## src/rtl/uart_fifo_ctrl_if.sv

```systemverilog
// rtl/uart_fifo_ctrl_if.sv - host-side valid/ready bundle for uart_fifo_ctrl
//
// Purpose: groups the host TX-write and RX-read handshake signals.
// Signals:
//   din     host->uart  TX word
//   wr_en   host->uart  push din into the TX FIFO when wr_rdy=1
//   wr_rdy  uart->host  TX FIFO not full
//   dout    uart->host  head of RX FIFO (first-word-fall-through)
//   rd_en   host->uart  pop RX FIFO when rd_rdy=1
//   rd_rdy  uart->host  RX FIFO not empty
// Modports: master = host bus logic, slave = uart_fifo_ctrl.

interface uart_fifo_ctrl_if #(
  parameter int DATA_BITS = 8
) ();
  logic [DATA_BITS-1:0] din;
  logic                 wr_en;
  logic                 wr_rdy;
  logic [DATA_BITS-1:0] dout;
  logic                 rd_en;
  logic                 rd_rdy;

  modport master (
    output din, wr_en, rd_en,
    input  wr_rdy, dout, rd_rdy
  );

  modport slave (
    input  din, wr_en, rd_en,
    output wr_rdy, dout, rd_rdy
  );
endinterface

```

## src/rtl/uart_fifo_ctrl.sv

```systemverilog
// rtl/uart_fifo_ctrl.sv - full-duplex UART with TX/RX FIFOs, parity and error pulses
//
// Purpose: buffered UART between host bus logic and the board serial pins.
//   Frame: start, DATA_BITS data (LSB first), optional parity, STOP_BITS stop.
// Ports:
//   clk         single clock, rising edge
//   rst         synchronous active-high reset
//   host        uart_fifo_ctrl_if.slave (din/wr_en/wr_rdy, dout/rd_en/rd_rdy)
//   rx          asynchronous serial input
//   tx          registered serial output, idle high
//   parity_err  1-cycle pulse, received frame had bad parity
//   frame_err   1-cycle pulse, first stop bit sampled low
//   overrun     1-cycle pulse, good frame dropped because RX FIFO full

module uart_fifo_ctrl #(
  parameter int CLKS_PER_BIT = 868,
  parameter int DATA_BITS    = 8,
  parameter int PARITY       = 0,
  parameter int STOP_BITS    = 1,
  parameter int FIFO_DEPTH   = 16
) (
  input  logic                 clk,
  input  logic                 rst,
  uart_fifo_ctrl_if.slave      host,
  input  logic                 rx,
  output logic                 tx,
  output logic                 parity_err,
  output logic                 frame_err,
  output logic                 overrun
);

  localparam int AW = $clog2(FIFO_DEPTH);
  localparam int CW = $clog2(STOP_BITS * CLKS_PER_BIT + 1);
  localparam int IW = $clog2(DATA_BITS);

  localparam logic [AW:0]   FULL_CNT  = (AW + 1)'(FIFO_DEPTH);
  localparam logic [CW-1:0] BIT_LAST  = CW'(CLKS_PER_BIT - 1);
  localparam logic [CW-1:0] HALF_LAST = CW'(CLKS_PER_BIT / 2 - 1);
  localparam logic [CW-1:0] STOP_LAST = CW'(STOP_BITS * CLKS_PER_BIT - 1);
  localparam logic [IW-1:0] IDX_LAST  = IW'(DATA_BITS - 1);

  typedef enum logic [2:0] {T_IDLE, T_START, T_DATA, T_PARITY, T_STOP} tx_state_t;
  typedef enum logic [2:0] {R_IDLE, R_START, R_DATA, R_PARITY, R_STOP, R_BREAK} rx_state_t;

  // Parity bit that completes the word: odd -> total ones odd, even -> total even.
  function automatic logic par_of(input logic [DATA_BITS-1:0] w);
    return (PARITY == 1) ? ~^w : ^w;
  endfunction

  // ---------------- TX FIFO ----------------
  logic [DATA_BITS-1:0] tx_mem [FIFO_DEPTH];
  logic [AW-1:0]        tx_wr_ptr, tx_rd_ptr;
  logic [AW:0]          tx_count;
  logic                 tx_push, tx_pop;
  logic [DATA_BITS-1:0] tx_head;

  assign host.wr_rdy = (tx_count != FULL_CNT);
  assign tx_push     = host.wr_en && host.wr_rdy;
  assign tx_head     = tx_mem[tx_rd_ptr];

  always_ff @(posedge clk) begin
    if (tx_push) tx_mem[tx_wr_ptr] <= host.din;
  end

  always_ff @(posedge clk) begin
    if (rst) begin
      tx_wr_ptr <= '0;
      tx_rd_ptr <= '0;
      tx_count  <= '0;
    end else begin
      if (tx_push) tx_wr_ptr <= tx_wr_ptr + AW'(1);
      if (tx_pop)  tx_rd_ptr <= tx_rd_ptr + AW'(1);
      case ({tx_push, tx_pop})
        2'b10:   tx_count <= tx_count + (AW + 1)'(1);
        2'b01:   tx_count <= tx_count - (AW + 1)'(1);
        default: tx_count <= tx_count;
      endcase
    end
  end

  // ---------------- TX FSM ----------------
  tx_state_t            tx_state, tx_state_n;
  logic [CW-1:0]        tx_cnt, tx_cnt_n;
  logic [IW-1:0]        tx_idx, tx_idx_n;
  logic [DATA_BITS-1:0] tx_shift, tx_shift_n;
  logic                 tx_par, tx_par_n;
  logic                 tx_n;

  always_ff @(posedge clk) begin
    if (rst) begin
      tx_state <= T_IDLE;
      tx_cnt   <= '0;
      tx_idx   <= '0;
      tx_shift <= '0;
      tx_par   <= 1'b0;
      tx       <= 1'b1;
    end else begin
      tx_state <= tx_state_n;
      tx_cnt   <= tx_cnt_n;
      tx_idx   <= tx_idx_n;
      tx_shift <= tx_shift_n;
      tx_par   <= tx_par_n;
      tx       <= tx_n;
    end
  end

  always_comb begin
    tx_state_n = tx_state;
    tx_cnt_n   = tx_cnt;
    tx_idx_n   = tx_idx;
    tx_shift_n = tx_shift;
    tx_par_n   = tx_par;
    tx_n       = tx;
    tx_pop     = 1'b0;
    case (tx_state)
      T_IDLE: begin
        tx_n = 1'b1;
        if (tx_count != '0) begin
          tx_pop     = 1'b1;
          tx_shift_n = tx_head;
          tx_par_n   = par_of(tx_head);
          tx_cnt_n   = '0;
          tx_n       = 1'b0;
          tx_state_n = T_START;
        end
      end
      T_START: begin
        if (tx_cnt == BIT_LAST) begin
          tx_cnt_n   = '0;
          tx_idx_n   = '0;
          tx_n       = tx_shift[0];
          tx_state_n = T_DATA;
        end else begin
          tx_cnt_n = tx_cnt + CW'(1);
        end
      end
      T_DATA: begin
        if (tx_cnt == BIT_LAST) begin
          tx_cnt_n = '0;
          if (tx_idx == IDX_LAST) begin
            if (PARITY != 0) begin
              tx_n       = tx_par;
              tx_state_n = T_PARITY;
            end else begin
              tx_n       = 1'b1;
              tx_state_n = T_STOP;
            end
          end else begin
            tx_idx_n   = tx_idx + IW'(1);
            tx_shift_n = tx_shift >> 1;
            tx_n       = tx_shift[1];
          end
        end else begin
          tx_cnt_n = tx_cnt + CW'(1);
        end
      end
      T_PARITY: begin
        if (tx_cnt == BIT_LAST) begin
          tx_cnt_n   = '0;
          tx_n       = 1'b1;
          tx_state_n = T_STOP;
        end else begin
          tx_cnt_n = tx_cnt + CW'(1);
        end
      end
      T_STOP: begin
        if (tx_cnt == STOP_LAST) begin
          tx_cnt_n = '0;
          // Chain straight into the next start bit so back-to-back frames have no gap.
          if (tx_count != '0) begin
            tx_pop     = 1'b1;
            tx_shift_n = tx_head;
            tx_par_n   = par_of(tx_head);
            tx_n       = 1'b0;
            tx_state_n = T_START;
          end else begin
            tx_n       = 1'b1;
            tx_state_n = T_IDLE;
          end
        end else begin
          tx_cnt_n = tx_cnt + CW'(1);
        end
      end
      default: tx_state_n = T_IDLE;
    endcase
  end

  // ---------------- RX FIFO ----------------
  logic [DATA_BITS-1:0] rx_mem [FIFO_DEPTH];
  logic [AW-1:0]        rx_wr_ptr, rx_rd_ptr;
  logic [AW:0]          rx_count;
  logic                 rx_push, rx_pop;
  logic [DATA_BITS-1:0] rx_shift, rx_shift_n;
  logic [DATA_BITS-1:0] dout_hold;

  assign host.rd_rdy = (rx_count != '0);
  assign rx_pop      = host.rd_en && host.rd_rdy;
  // When empty, keep presenting the last word popped.
  assign host.dout   = host.rd_rdy ? rx_mem[rx_rd_ptr] : dout_hold;

  // When full, a push lands in the slot being popped in the same cycle.
  always_ff @(posedge clk) begin
    if (rx_push) rx_mem[rx_wr_ptr] <= rx_shift;
  end

  always_ff @(posedge clk) begin
    if (rst) begin
      rx_wr_ptr <= '0;
      rx_rd_ptr <= '0;
      rx_count  <= '0;
      dout_hold <= '0;
    end else begin
      if (rx_push) rx_wr_ptr <= rx_wr_ptr + AW'(1);
      if (rx_pop) begin
        rx_rd_ptr <= rx_rd_ptr + AW'(1);
        dout_hold <= rx_mem[rx_rd_ptr];
      end
      case ({rx_push, rx_pop})
        2'b10:   rx_count <= rx_count + (AW + 1)'(1);
        2'b01:   rx_count <= rx_count - (AW + 1)'(1);
        default: rx_count <= rx_count;
      endcase
    end
  end

  // ---------------- RX FSM ----------------
  logic [1:0]    rx_sync;
  logic          rx_s;
  rx_state_t     rx_state, rx_state_n;
  logic [CW-1:0] rx_cnt, rx_cnt_n;
  logic [IW-1:0] rx_idx, rx_idx_n;
  logic          rx_par_bad, rx_par_bad_n;
  logic          pe_n, fe_n, ov_n;

  assign rx_s = rx_sync[1];

  always_ff @(posedge clk) begin
    if (rst) begin
      rx_sync    <= 2'b11;
      rx_state   <= R_IDLE;
      rx_cnt     <= '0;
      rx_idx     <= '0;
      rx_shift   <= '0;
      rx_par_bad <= 1'b0;
      parity_err <= 1'b0;
      frame_err  <= 1'b0;
      overrun    <= 1'b0;
    end else begin
      rx_sync    <= {rx_sync[0], rx};
      rx_state   <= rx_state_n;
      rx_cnt     <= rx_cnt_n;
      rx_idx     <= rx_idx_n;
      rx_shift   <= rx_shift_n;
      rx_par_bad <= rx_par_bad_n;
      parity_err <= pe_n;
      frame_err  <= fe_n;
      overrun    <= ov_n;
    end
  end

  always_comb begin
    rx_state_n   = rx_state;
    rx_cnt_n     = rx_cnt;
    rx_idx_n     = rx_idx;
    rx_shift_n   = rx_shift;
    rx_par_bad_n = rx_par_bad;
    rx_push      = 1'b0;
    pe_n         = 1'b0;
    fe_n         = 1'b0;
    ov_n         = 1'b0;
    case (rx_state)
      R_IDLE: begin
        if (!rx_s) begin
          rx_cnt_n   = '0;
          rx_state_n = R_START;
        end
      end
      R_START: begin
        // Mid-start resample rejects short glitches on the line.
        if (rx_cnt == HALF_LAST) begin
          rx_cnt_n = '0;
          if (rx_s) begin
            rx_state_n = R_IDLE;
          end else begin
            rx_idx_n     = '0;
            rx_par_bad_n = 1'b0;
            rx_state_n   = R_DATA;
          end
        end else begin
          rx_cnt_n = rx_cnt + CW'(1);
        end
      end
      R_DATA: begin
        if (rx_cnt == BIT_LAST) begin
          rx_cnt_n   = '0;
          rx_shift_n = {rx_s, rx_shift[DATA_BITS-1:1]};
          if (rx_idx == IDX_LAST) begin
            rx_state_n = (PARITY != 0) ? R_PARITY : R_STOP;
          end else begin
            rx_idx_n = rx_idx + IW'(1);
          end
        end else begin
          rx_cnt_n = rx_cnt + CW'(1);
        end
      end
      R_PARITY: begin
        if (rx_cnt == BIT_LAST) begin
          rx_cnt_n     = '0;
          rx_par_bad_n = rx_s ^ par_of(rx_shift);
          rx_state_n   = R_STOP;
        end else begin
          rx_cnt_n = rx_cnt + CW'(1);
        end
      end
      R_STOP: begin
        if (rx_cnt == BIT_LAST) begin
          rx_cnt_n = '0;
          if (!rx_s) begin
            fe_n       = 1'b1;
            rx_state_n = R_BREAK;
          end else begin
            rx_state_n = R_IDLE;
            if (rx_par_bad)                          pe_n    = 1'b1;
            else if ((rx_count != FULL_CNT) || rx_pop) rx_push = 1'b1;
            else                                     ov_n    = 1'b1;
          end
        end else begin
          rx_cnt_n = rx_cnt + CW'(1);
        end
      end
      R_BREAK: begin
        if (rx_s) rx_state_n = R_IDLE;
      end
      default: rx_state_n = R_IDLE;
    endcase
  end

endmodule

```

## src/flat_wrapper.sv

```systemverilog
// flat-port wrapper written by rule: the top's interface ports become plain ports
module uart_fifo_ctrl_flat 
#(
  parameter int CLKS_PER_BIT = 868,
  parameter int DATA_BITS    = 8,
  parameter int PARITY       = 0,
  parameter int STOP_BITS    = 1,
  parameter int FIFO_DEPTH   = 16
)
  (clk, rst, rx, tx, parity_err, frame_err, overrun, host_din, host_wr_en, host_rd_en, host_wr_rdy, host_dout, host_rd_rdy);
  uart_fifo_ctrl_if #(.DATA_BITS(DATA_BITS)) host_i ();
  input  logic clk;
  input  logic rst;
  input  logic rx;
  output logic tx;
  output logic parity_err;
  output logic frame_err;
  output logic overrun;
  input wire logic [$bits(host_i.din)-1:0] host_din;
  input wire logic [$bits(host_i.wr_en)-1:0] host_wr_en;
  input wire logic [$bits(host_i.rd_en)-1:0] host_rd_en;
  output wire logic [$bits(host_i.wr_rdy)-1:0] host_wr_rdy;
  output wire logic [$bits(host_i.dout)-1:0] host_dout;
  output wire logic [$bits(host_i.rd_rdy)-1:0] host_rd_rdy;
  assign host_i.din = host_din;
  assign host_i.wr_en = host_wr_en;
  assign host_i.rd_en = host_rd_en;
  assign host_wr_rdy = host_i.wr_rdy;
  assign host_dout = host_i.dout;
  assign host_rd_rdy = host_i.rd_rdy;
  uart_fifo_ctrl #(.CLKS_PER_BIT(CLKS_PER_BIT), .DATA_BITS(DATA_BITS), .PARITY(PARITY), .STOP_BITS(STOP_BITS), .FIFO_DEPTH(FIFO_DEPTH)) u_core (.clk(clk), .rst(rst), .host(host_i), .rx(rx), .tx(tx), .parity_err(parity_err), .frame_err(frame_err), .overrun(overrun));
endmodule
```

## config.mk

```make
export PLATFORM = sky130hd
export DESIGN_NAME = uart_fifo_ctrl_flat
export DESIGN_NICKNAME = d
export VERILOG_FILES = /design/src/rtl/uart_fifo_ctrl_if.sv /design/src/rtl/uart_fifo_ctrl.sv /design/src/flat_wrapper.sv
export SDC_FILE = /design/constraint.sdc
export NUM_CORES = 1
export LEC_CHECK = 0
export CAP_MARGIN = 20
export CORE_MARGIN = 10
export CORE_UTILIZATION = 40
export CTS_BUF_LIST = sky130_fd_sc_hd__clkbuf_16
export DETAILED_ROUTE_END_ITERATION = 7
export GPL_TIMING_DRIVEN = 0
export PLACE_DENSITY = 0.58
export SLEW_MARGIN = 10
export SYNTH_ARGS = -nofsm -noshare
export SYNTH_HDL_FRONTEND = slang
export SYNTH_SLANG_ARGS = --single-unit
```

## constraint.sdc

```tcl
create_clock -name clk -period 3.6 [get_ports clk]
set_clock_uncertainty 0.15 [all_clocks]
set_input_delay 0.72 -clock clk [delete_from_list [all_inputs] [get_ports clk]]
set_output_delay 0.72 -clock clk [all_outputs]
set_load 0.02 [all_outputs]
```

Word level (Yosys, flattened, before mapping):

Memory sizes are Yosys's and may differ from the RTL's. A register that Yosys moved wholly into a read port is not among the register bits.
Cells that the tools add are included.
Widths: inputs -> output; s select.

* $add $sub $neg: 12
* $mul: 0
* div/mod/pow operators: 0
* magnitude comparators: 0
* equality and inequality tests: 36
* shifts and indexed selects: 0
* muxes and demuxes: 72
* bitwise operators: 4
* reduce and logical (&&, ||, !) cells: 32

Operators by type and width (count)
* $mux 3: 21
* $mux 10: 5
* $mux 8: 5
* $pmux 10 s3: 1
* $mux 1: 24
* $ne 2x1->1 const B: 12
* $pmux 8 s3: 1
* $add 10x1->10 const B: 2
* $eq 10x10->1 const B: 2
* $pmux 10 s2: 1
* $pmux 5 s2: 2
* $pmux 3 s6: 1
* $add 4x1->4 const B: 4
* $mux 4: 4
* $eq 3x3->1 const B: 5
* $pmux 3 s5: 1
* $reduce_bool 5->1: 3
* $eq 3x2->1 const B: 4
* $pmux 3 s2: 2
* $reduce_and 4->1: 3
* $reduce_bool 2->1: 6
* $add 5x1->5 const B: 2
* $eq 10x9->1 const B: 1
* $ne 5x5->1 const B: 2
* other kinds (23): 42

* register bits: 89
* latch bits: 0
* bits in writable memories: 256
* bits in read-only memories: 0
* input port bits: 13
* output and inout bits: 14
* word-level logic and storage cells: 179
* memories kept: 2

Memory list
* u_core.rx_mem: words 16, width 8, read ports 1, clocked after Yosys merged registers in 1, wr ports 1, RTL line uart_fifo_ctrl.sv:189 `logic [DATA_BITS-1:0] rx_mem [FIFO_DEPTH];`
* u_core.tx_mem: words 16, width 8, read ports 1, clocked after Yosys merged registers in 1, wr ports 1, RTL line uart_fifo_ctrl.sv:51 `logic [DATA_BITS-1:0] tx_mem [FIFO_DEPTH];`

Depth between registers and ports, before layout:

* depth in word-level cells: 10
* gate-level depth with buffers: 16
* depth with buffers taken out: 13

Least setup slack after synthesis:

Ideal clock, no wire load.

* kind: register -> register
* start point: reg u_core.rx_count[2]
* end point: reg u_core.rx_count[4]
* setup time: 0.121 ns
* arrival time: 3.167 ns
* data required time: 3.329 ns
* path slack: 0.162 ns
* stages on the path, launching flop included: 15
* path buffers: 3
* period minus slack after synthesis: 3.438 ns
* cells stage by stage: dfxtp_1 clkbuf_1 nor4_2 nand2_2 nand2_1 inv_2 buf_2 ha_1 clkbuf_1 xor2_1 ha_1 a21oi_1 a32oi_1 a21oi_1 mux2_2

* longest elaborated chain between the ends: 10
* elaborated cells between the ends (all ways): 15
* classes of those cells: 2 x add/sub; 3 x eq/ne; 6 x mux; 4 x reduce/logical

RTL lines
* from (decl): RTL line uart_fifo_ctrl.sv:191 `logic [AW:0] rx_count;`
* from (signal assigned): RTL line uart_fifo_ctrl.sv:219 `2'b10: rx_count <= rx_count + (AW + 1)'(1);`
* from (signal assigned): RTL line uart_fifo_ctrl.sv:220 `2'b01: rx_count <= rx_count - (AW + 1)'(1);`
* from (signal assigned): RTL line uart_fifo_ctrl.sv:221 `default: rx_count <= rx_count;`
* $reduce_bool 5->1 *: RTL line uart_fifo_ctrl.sv:196 `assign host.rd_rdy = (rx_count != '0);`
* net host_rd_rdy: RTL line flat_wrapper.sv:24 `output wire logic [$bits(host_i.rd_rdy)-1:0] host_rd_rdy;`
* $logic_and 1x1->1 *: RTL line uart_fifo_ctrl.sv:197 `assign rx_pop = host.rd_en && host.rd_rdy;`
* $logic_or 1x1->1: RTL line uart_fifo_ctrl.sv:324 `else if ((rx_count != FULL_CNT) || rx_pop) rx_push = 1'b1;`
* $mux 1: RTL line uart_fifo_ctrl.sv:324
* $mux 1: RTL line uart_fifo_ctrl.sv:323 `if (rx_par_bad) pe_n = 1'b1;`
* $mux 1: RTL line uart_fifo_ctrl.sv:318 `if (!rx_s) begin`
* $mux 1: RTL line uart_fifo_ctrl.sv:316 `if (rx_cnt == BIT_LAST) begin`
* $mux 1: RTL line uart_fifo_ctrl.sv:271 `case (rx_state)`
* $eq 2x1->1 or $eq 2x2->1 (tied branches): RTL line uart_fifo_ctrl.sv:218 `case ({rx_push, rx_pop})`
* $pmux 5 s2 or $reduce_bool 2->1 (tied branches)

Mark *: on every way through the listed nets, which the timed path passes. The rest lies on a longest branch.
A chain may end at the register's enable or synchronous reset.

==> flow_results.xml <==
<?xml version="1.0" encoding="UTF-8"?>
<metrics>
  <group name="yosys">
    <metric name="synth_enable_flop_cells" unit="">256</metric>
    <metric name="synth_mux_area_frac" unit="">0.118</metric>
    <metric name="synth_warnings" unit="">0</metric>
    <metric name="synth.area.top_cells" unit="">sky130_fd_sc_hd__edfxtp_1 (52%), sky130_fd_sc_hd__dfxtp_1 (13%), sky130_fd_sc_hd__mux4_2 (6.8%), sky130_fd_sc_hd__mux2i_1 (3.4%), sky130_fd_sc_hd__nor2_1 (2.5%)</metric>
    <metric name="synth.avg_cell_area" unit="sq um">14.5</metric>
    <metric name="post_synthesis_compound_gate_area_fraction" unit="">0.0628</metric>
    <metric name="synthesized_cell_area" unit="sq um">14900</metric>
    <metric name="register_bit_total_from_synthesis" unit="">353</metric>
    <metric name="synth_sequential_area_ratio" unit="">0.648</metric>
    <metric name="ys_top_cells_by_count" unit="">sky130_fd_sc_hd__edfxtp_1 (256), sky130_fd_sc_hd__nor2_1 (99), sky130_fd_sc_hd__dfxtp_1 (97), sky130_fd_sc_hd__nand2_1 (54), sky130_fd_sc_hd__mux2i_1 (50)</metric>
    <metric name="post_synth_fa_ha_maj_area_fraction" unit="">0.0216</metric>
    <metric name="synth_xor_xnor_area_share" unit="">0.0233</metric>
    <metric name="synthesis.nets" unit="">1063</metric>
    <metric name="synth.most_common_cell" unit="">sky130_fd_sc_hd__edfxtp_1</metric>
    <metric name="yosysUniqueCellTypes" unit="">81</metric>
    <metric name="synthFlopType" unit="">sky130_fd_sc_hd__edfxtp_1</metric>
    <metric name="synth_async_sr_flop_share" unit="">0</metric>
    <metric name="post_synth_and_or_nand_nor_area_fraction" unit="">0.104</metric>
    <metric name="postSynthCellCount" unit="">1025</metric>
    <metric name="netlist.area_leader.share" unit="">0.518</metric>
    <metric name="dominant_combinational_cell_family_by_area_after_synthesis" unit="">multiplexers</metric>
    <metric name="yosys.area.top_type" unit="">sky130_fd_sc_hd__edfxtp_1</metric>
  </group>
  <group name="place">
    <metric name="hpwl" unit="microns">20900</metric>
    <metric name="routabilityCongestion" unit="">0.776</metric>
    <metric name="portBuffers" unit="">26</metric>
    <metric name="dpl_worst_slack" unit="ps">-661</metric>
  </group>
  <group name="job">
    <metric name="drv.max_cap_violation_count" unit="">0</metric>
  </group>
  <group name="floorplanning">
    <metric name="die_area" unit="sq um">45200</metric>
    <metric name="num_rows" unit="">70</metric>
    <metric name="starting_density_of_the_core" unit="">0.406</metric>
    <metric name="die_y" unit="microns">213</metric>
    <metric name="core_area" unit="sq um">36600</metric>
    <metric name="die_width" unit="microns">213</metric>
    <metric name="boundaryPins" unit="">27</metric>
  </group>
  <group name="routing">
    <metric name="drc_errors" unit="">0</metric>
    <metric name="post_drt_wl_per_cell" unit="microns">19.9</metric>
    <metric name="routed-wl-met3" unit="microns">1250</metric>
    <metric name="detailedRoute.firstPassIterationCount" unit="">4</metric>
    <metric name="maxUsedRoutingLayer" unit="">met4</metric>
    <metric name="met1_length" unit="microns">14500</metric>
    <metric name="drt-total-wl" unit="microns">31700</metric>
    <metric name="detailroute.wirelength.met2" unit="microns">15400</metric>
    <metric name="detail_route.iter0.violations" unit="">569</metric>
    <metric name="route.vias.total" unit="">8389</metric>
    <metric name="avgViaCountPerCell" unit="">5.28</metric>
    <metric name="drt.antenna.violating_nets" unit="">0</metric>
  </group>
  <group name="timing">
    <metric name="period_minus_slack" unit="ps">3520</metric>
    <metric name="tightestPinTransition" unit="ps">942</metric>
    <metric name="post-route-worst-setup-slack" unit="ps">75.9</metric>
    <metric name="timing.final.setup_violations" unit="">0</metric>
    <metric name="max_slew_vio_count" unit="">0</metric>
    <metric name="fmax" unit="GHz">0.284</metric>
    <metric name="finalCritPeriodShare" unit="">0.979</metric>
    <metric name="timing.max_slew.rel_slack" unit="">0.369</metric>
    <metric name="report.final.hold_viol_count" unit="">0</metric>
    <metric name="timing.hold.ws" unit="ps">265</metric>
    <metric name="setup_repair_after_global_routing_missed_its_margin" unit="">yes</metric>
  </group>
  <group name="power">
    <metric name="ir_worst_vdd" unit="mV">0.359</metric>
    <metric name="pwr_dens" unit="nW/um^2">565</metric>
    <metric name="cellLeakagePower" unit="nW">5.79</metric>
  </group>
  <group name="cts">
    <metric name="clk_transition_reported_paths" unit="ps">60</metric>
    <metric name="clk_latency" unit="ps">550</metric>
    <metric name="clk_root_buffer_cell" unit="">sky130_fd_sc_hd__clkbuf_16</metric>
    <metric name="cts.sink_count" unit="">353</metric>
    <metric name="cts.htree.levels" unit="">2</metric>
    <metric name="tritoncts_clock_tree" unit="">yes</metric>
    <metric name="numCtsBuffers" unit="">39</metric>
    <metric name="cts_buffer_depth" unit="">3</metric>
  </group>
  <group name="worst_setup_path">
    <metric name="reg2reg_depth" unit="">12</metric>
    <metric name="reg2reg_from" unit="">u_core.tx_cnt[2]</metric>
    <metric name="worst-endpoint-arrival" unit="ps">2650</metric>
    <metric name="critPathRequiredTime" unit="ps">2730</metric>
    <metric name="critPathKind" unit="">reg -&gt; out</metric>
    <metric name="critical_path.endpoint_type" unit="">primary output</metric>
    <metric name="worst-path-max-fanout" unit="">10</metric>
    <metric name="worstSetupStartpointType" unit="">register</metric>
  </group>
  <group name="cells_and_area">
    <metric name="n_fill_cell" unit="">3237</metric>
    <metric name="final_layout_size_suffix_gt1_frac" unit="">0.168</metric>
    <metric name="finish.net_count" unit="">1129</metric>
    <metric name="area_overhead_vs_synth" unit="%">14.6</metric>
    <metric name="antenna-diode-count" unit="">0</metric>
  </group>
  <group name="grt">
    <metric name="globalRoute.totalOverflow" unit="">0</metric>
    <metric name="first_global_vias" unit="">8549</metric>
    <metric name="pin_count_of_the_biggest_net_entering_global_routing" unit="">20</metric>
    <metric name="grt_antenna_before_repair" unit="">0</metric>
    <metric name="grt_first_pass_wirelength" unit="microns">49600</metric>
    <metric name="grt_usage" unit="">0.142</metric>
  </group>
  <group name="outcome">
    <metric name="run_status" unit="">completed</metric>
  </group>
  <group name="hold_path">
    <metric name="worst_hold_path_type" unit="">reg -&gt; reg</metric>
    <metric name="worst_hold_path.num_cells" unit="">1</metric>
    <metric name="min-delay-start" unit="">u_core.rx_sync[0]</metric>
  </group>
</metrics>
[worst max-delay path: stages (launching register included)]
cell and delay [ps]:
sky130_fd_sc_hd__dfxtp_4 430, sky130_fd_sc_hd__buf_12 180, sky130_fd_sc_hd__mux4_2 540, sky130_fd_sc_hd__a22oi_2 210, sky130_fd_sc_hd__nand2_1 130, sky130_fd_sc_hd__mux2_2 270
sky130_fd_sc_hd__dlygate4sd2_1 320
[cell usage in the layout, fill, tap and decap left out, types with 10 or more instances in the layout]
cell type                           n
sky130_fd_sc_hd__clkdlybuf4s50_1   18
sky130_fd_sc_hd__mux2i_1           50
sky130_fd_sc_hd__nor2b_1           16
sky130_fd_sc_hd__mux2_2            20
sky130_fd_sc_hd__xnor2_1           13
sky130_fd_sc_hd__a22oi_1           24
sky130_fd_sc_hd__nor2_1            99
sky130_fd_sc_hd__inv_1             38
sky130_fd_sc_hd__edfxtp_1         256
sky130_fd_sc_hd__nand2_1           53
sky130_fd_sc_hd__nand4_1           10
sky130_fd_sc_hd__a21oi_1           22
sky130_fd_sc_hd__nor3_1            16
sky130_fd_sc_hd__mux4_2            45
sky130_fd_sc_hd__dfxtp_1           96
sky130_fd_sc_hd__nand3_1           12
sky130_fd_sc_hd__xor2_1            24
sky130_fd_sc_hd__clkbuf_16         40
sky130_fd_sc_hd__buf_2             10
sky130_fd_sc_hd__clkbuf_1          21
sky130_fd_sc_hd__and2_1            10
sky130_fd_sc_hd__ha_1              21
sky130_fd_sc_hd__and3_1            21
sky130_fd_sc_hd__nand2b_1          10
[cell families after synthesis]
group / Yosys count
flip-flops: 353
AND/OR/NAND/NOR: 294
AO/OA/AOI/OAI: 123
multiplexers: 116
buffers and inverters: 76
XOR/XNOR: 38
adder cells (fa/ha/maj): 25
[sequential cells by signal, summed over array words and instances, names as in the netlist, 4 cells and up, named ones only]
register	count
u_core.rx_mem	128
u_core.rx_rd_ptr	4
u_core.tx_mem	128
u_core.dout_hold	8
u_core.rx_shift	8
u_core.tx_shift	8
u_core.tx_wr_ptr	4
u_core.rx_count	5
u_core.tx_cnt	10
u_core.rx_wr_ptr	4
u_core.rx_cnt	10
u_core.tx_rd_ptr	4
u_core.tx_count	5
[through the flow]
stage	power [W]	util	area, sq um	instances	TNS (ps)
after CTS	0.00971	0.463	17000	1588	0
after detailed placement	0.00610	0.429	15700	1519	-2420
after global routing	0.0101	0.465	17000	1589	-47.8
after floorplan	0.00572	-	14900	1025	0
after global placement	0.00608	0.429	15700	1519	-9080
final	0.00962	0.465	17000	1589	0
[per-layer routing]
metal / GRT usage / vias to the layer above
met4: 0.0416 / 0
met1: 0.187 / 4175
li1: - / 4036
met5: 0 / -
met3: 0.0293 / 44
met2: 0.234 / 134
[where the power goes]
group	switching, W	total (W)	internal (W)
combinational	0.000835	0.00147	0.000638
sequential	0.0000847	0.00455	0.00447
clock	0.00158	0.00359	0.00201
[worst paths after layout]
check | end | slack [ps]
worst max-delay path | host_dout[6] | 80
worst max register to register | u_core.tx_count[4] | 130
worst min-delay path | u_core.rx_sync[1] | 270
worst min register to register | u_core.rx_sync[1] | 270
[repair_timing]
| action | CTS | global route |
|---|---|---|
| pin swaps | 1 | 2 |
| hold buffers | 0 | 0 |
| buffers inserted | 1 | 1 |
| gates resized for setup | 36 | 13 |
| endpoints found under the setup margin | 11 | 7 |
[layout make-up]
type | count | area (sq um) | area share
multi-input combinational | 596 | 5010 | 0.294
clock inverter | 31 | 148 | 0.00868
inverter | 24 | 90.1 | 0.00529
clock buffer | 40 | 1000 | 0.0588
sequential | 353 | 9630 | 0.566
buffer | 49 | 284 | 0.0167
timing repair buffer | 28 | 267 | 0.0157
tap | 468 | 586 | 0.0344
(Power assumes the default switching activity.)
